File: config.mk
export PLATFORM = sky130hd
export DESIGN_NAME = oh_stream_demux9
export DESIGN_NICKNAME = d
export VERILOG_FILES = /design/src/rtl/oh_stream_demux9.sv
export SDC_FILE = /design/constraint.sdc
export NUM_CORES = 1
export LEC_CHECK = 0
export BUFFER_PORTS_ARGS = -buffer_cell sky130_fd_sc_hd__clkbuf_2
export CORE_MARGIN = 2
export CORE_UTILIZATION = 56
export CTS_CLUSTER_SIZE = 28
export DETAILED_ROUTE_END_ITERATION = 7
export PLACE_DENSITY = 0.94
export SLEW_MARGIN = 20
export SYNTH_ARGS = -nofsm -noshare
export SYNTH_HDL_FRONTEND = slang
export SYNTH_SLANG_ARGS = --single-unit
File: constraint.sdc
create_clock -name clk -period 4.4 [get_ports clk]
set_input_delay 0 -clock clk [delete_from_list [all_inputs] [get_ports clk]]
set_output_delay 0 -clock clk [all_outputs]
set_load 0.01 [all_outputs]
File: src/rtl/oh_stream_demux9.sv
// oh_stream_demux9: 1:9 one-hot valid/ready stream demultiplexer.
// Each lane owns a one-entry output register. An illegal select consumes and
// drops the word, pulses err and bumps a saturating error counter.
module oh_stream_demux9 #(
    parameter int N = 32
) (
    input  logic           clk,
    input  logic           nreset,
    input  logic           in_valid,
    input  logic [8:0]     in_sel,
    input  logic [N-1:0]   in_data,
    output logic           in_ready,
    output logic [8:0]     out_valid,
    output logic [9*N-1:0] out_data,
    input  logic [8:0]     out_ready,
    output logic           err,
    output logic [7:0]     err_cnt
);

    logic [8:0]     valid_q, valid_d;
    logic [9*N-1:0] data_q, data_d;
    logic           err_q, err_d;
    logic [7:0]     cnt_q, cnt_d;

    logic           legal;
    logic [8:0]     lane_free;
    logic [8:0]     accept;

    // Select legality, per-lane free status and the combinational ready
    always_comb begin
        legal     = (in_sel != '0) && ((in_sel & (in_sel - 9'd1)) == '0);
        lane_free = ~valid_q | out_ready;
        in_ready  = legal ? |(lane_free & in_sel) : 1'b1;
        accept    = (in_valid && in_ready && legal) ? in_sel : '0;
    end

    // Per-lane next state: accept loads (and wins over drain), drain clears valid
    always_comb begin
        valid_d = valid_q;
        data_d  = data_q;
        for (int unsigned i = 0; i < 9; i++) begin
            if (accept[i]) begin
                valid_d[i]        = 1'b1;
                data_d[i*N +: N]  = in_data;
            end else if (valid_q[i] && out_ready[i]) begin
                valid_d[i]        = 1'b0;
            end
        end
    end

    // Error pulse and saturating error count for consumed illegal selects
    always_comb begin
        err_d = in_valid && !legal;
        cnt_d = cnt_q;
        if (err_d && (cnt_q != '1)) begin
            cnt_d = cnt_q + 8'd1;
        end
    end

    // State registers with asynchronous active-low reset
    always_ff @(posedge clk or negedge nreset) begin
        if (!nreset) begin
            valid_q <= '0;
            data_q  <= '0;
            err_q   <= 1'b0;
            cnt_q   <= '0;
        end else begin
            valid_q <= valid_d;
            data_q  <= data_d;
            err_q   <= err_d;
            cnt_q   <= cnt_d;
        end
    end

    assign out_valid = valid_q;
    assign out_data  = data_q;
    assign err       = err_q;
    assign err_cnt   = cnt_q;

endmodule
==> results.md <==
* CTS tree: done
* Vias at 7,952
* Pre-antenna DRT Iters at 5
* TritonCTS Sinks at 306
* Number of synthesized flops with an enable pin at 0
* Max_slew headroom at 28.4%
* Final period util at 70.6%
* Die width at 155 um
* # DRC at 0
* Type of the worst min-delay path: in -> async
* Mux cell area share after synthesis at 33.1%
* Number of global-route vias before repair at 8,750
* Die H at 155 um
* Arrival @ worst endpoint at 3.53 ns
* Initial Util at 56.8%
* Max Slew Vio Count at 0
* Rows at 55
* Pwr per Cell Area at 448 nW/um^2
* Routed Antenna Nets at 0
* 1st-iter DRT viols at 483
* Final Skew at 0.0194 ns
* Synth Area in Simple Gates at 3.23%
* Maximum number of pins on one net before global-route repair at 146
* Fin. Hold Viols at 0
* First-pass GRT wire length at 54.3 mm
* Minimum clock period at 3.11 ns
* Final nets at 1,166
* Compound-Gate Fraction of Synth Area at 0.762%
* Drt wl/cell at 25.3 um
* Top-area cell type share of the netlist area at 59.8%
* Sequential share of the synthesized area at 59.8%
* Peak supply drop at 382 uV
* Fin Setup TNS at 0 ns
* Max frequency at 0.322 GHz
* Yosys warning count at 0
* Area delta synth->final at 26.5%
* TritonCTS buffer count at 31
* Post-Synthesis Cells at 703
* Post-DP HPWL at 20.9 mm
* I/O Pins at 360
* Core area at 22,600 sq um
* PortBufs at 359
* Status: finished, final reports clean
* Layout Utilization at 71.8%
* Initial antenna violation count at 0
* Congestion Overflow GR at 0
* Avg Vias per Cell at 5.60
* Worst-path clk slew at 0.07 ns
* Main combinational cell family by area after synthesis: multiplexers
* Worst slack on hold paths at 0.0466 ns
* Total Routing Usage GR at 29.6%
* Worst skew pair latency at 0.56 ns
* Post-synthesis adder-cell area fraction at 0.176%
* Full die area at 24,100 sq um
* Setup violators final at 0
* Mapped Nets at 757
* Least-Margin Pin Slew at 1.07 ns
* Clock Tree Buf Depth at 3
* CP max FO at 33
* Static Leak at 0.00943 uW
* #FFs+latches synth at 306
* Cell Area, Synth at 12,800 sq um
* Final Worst Setup Slack at 1.29 ns
* FF-to-FF path depth at 6
* Proportion of layout cells with a drive suffix above 1 at 63.3%
* Average cell area after synthesis at 18.2 sq um
* Yosys top cell by area: dfrtp_1
* Worst EP required at 4.83 ns
* WL final at 36.0 mm
* RSZ-0062 raised after global routing: no
* Library cells used by synthesis at 32
* Number of diodes at 0
* Startpoint Class: flip-flop
* Top_reg_cell synth: dfrtp_1
* Maxcap violations at 0
* CTS H-tree lvls at 1
* Critical Path Sink Type: flip-flop
* Ys async rst share at 100%
* Post-synthesis xor/xnor area fraction at 0.410%
* Main area contributors after synthesis: dfrtp_1, mux2_4, buf_6
* Crit path kind: reg -> reg
* GP Congestion at 0.861
* Clock Root Buffer: clkbuf_16
* DP Worst Slack at 0.826 ns
==> cell usage after synthesis, types with 2 or more instances <==
cell type,n
mux2_4,261
nand2_1,15
xor2_1,6
nor2_1,4
nand2b_1,11
buf_6,28
a22oi_1,3
a21oi_1,2
nand4_1,3
dfrtp_1,306
nor3_1,6
and3_1,3
mux2_2,28
nand3_4,9
==> power breakdown <==
| group | internal (uW) | switching, uW |
|---|---|---|
| clock | 1680 | 1120 |
| combinational | 586 | 536 |
| sequential | 3100 | 227 |
| total | 5370 | 1880 |
==> worst max-delay path: stages, from the launching register on <==
cell	delay [ns]
dfrtp_1	0.40
nand2b_1	0.15
a222oi_1	0.13
nand4_1	0.13
and2_1	0.72
nand3_4	0.81
mux2_4	0.60
==> cell type report <==
cell class,count,area (sq um)
clock buffer,41,873
inverter,1,3.75
timing repair buffer,406,2280
tap,285,357
multi-input combinational,366,4820
fill,1316,6360
clock inverter,16,215
sequential,306,7660
==> metal layers <==
layer / up-vias / share of wire (%) / global-route usage, %
met4: 0 / 3.6 / 11.1
met2: 425 / 50 / 51.0
met5: - / 0 / 0
met3: 97 / 8.0 / 7.41
met1: 4130 / 38 / 36.2
li1: 3300 / - / -
==> cells by family after synthesis <==
group           Yosys count
compound gates           12
fa+ha+maj                 2
simple gates             57
flops                   306
xor+xnor                  6
mux                     289
buf+inv                  31
==> worst paths after layout <==
kind	start	to	slack [ns]
max	out_valid[5]$_DFFE_PN0P_	out_data[133]$_DFFE_PN0P_	1.29
min	nreset	out_data[154]$_DFFE_PN0P_	0.05
max reg2reg	out_valid[5]$_DFFE_PN0P_	out_data[133]$_DFFE_PN0P_	1.29
min reg2reg	out_data[287]$_DFFE_PN0P_	out_data[287]$_DFFE_PN0P_	0.51
max in group asynchronous	nreset	out_data[71]$_DFFE_PN0P_	3.05
min in group clk	in_sel[6]	out_valid[6]$_DFFE_PN0P_	0.27
==> repair_timing <==
action / 4_1_cts / 5_1_grt
hold endpoints to repair: 403 / 0
endpoints found under the setup margin: 0 / 0
resized for setup: 0 / 0
setup buffers: 0 / 0
hold buffers: 43 / 0
==> flip-flops by register name, summed over array words and instances (netlist names) <==
register   count
err            1
err_cnt        8
out_data     288
out_valid      9
==> stage by stage <==
stage / cells / total power, uW / instance area (sq um)
global placement: 1321 / 4360 / 14700
global route: 1421 / 7480 / 16200
detailed placement: 1321 / 4420 / 14700
floorplan: 703 / 3870 / 12800
finish: 1421 / 7260 / 16200
CTS: 1421 / 7230 / 16200
==> cells in the final DEF (no fill, tap or decap), drive strengths merged, types with 5 or more instances in the layout <==
| cell type | n |
|---|---|
| buf | 5 |
| bufinv | 5 |
| clkbuf | 399 |
| clkinv | 9 |
| dfrtp | 306 |
| dlygate4sd3 | 43 |
| mux2 | 289 |
| nand2 | 15 |
| nand2b | 11 |
| nand3 | 9 |
| nor3 | 6 |
| xor2 | 6 |
Note: power is estimated with default switching activity, not from simulation.
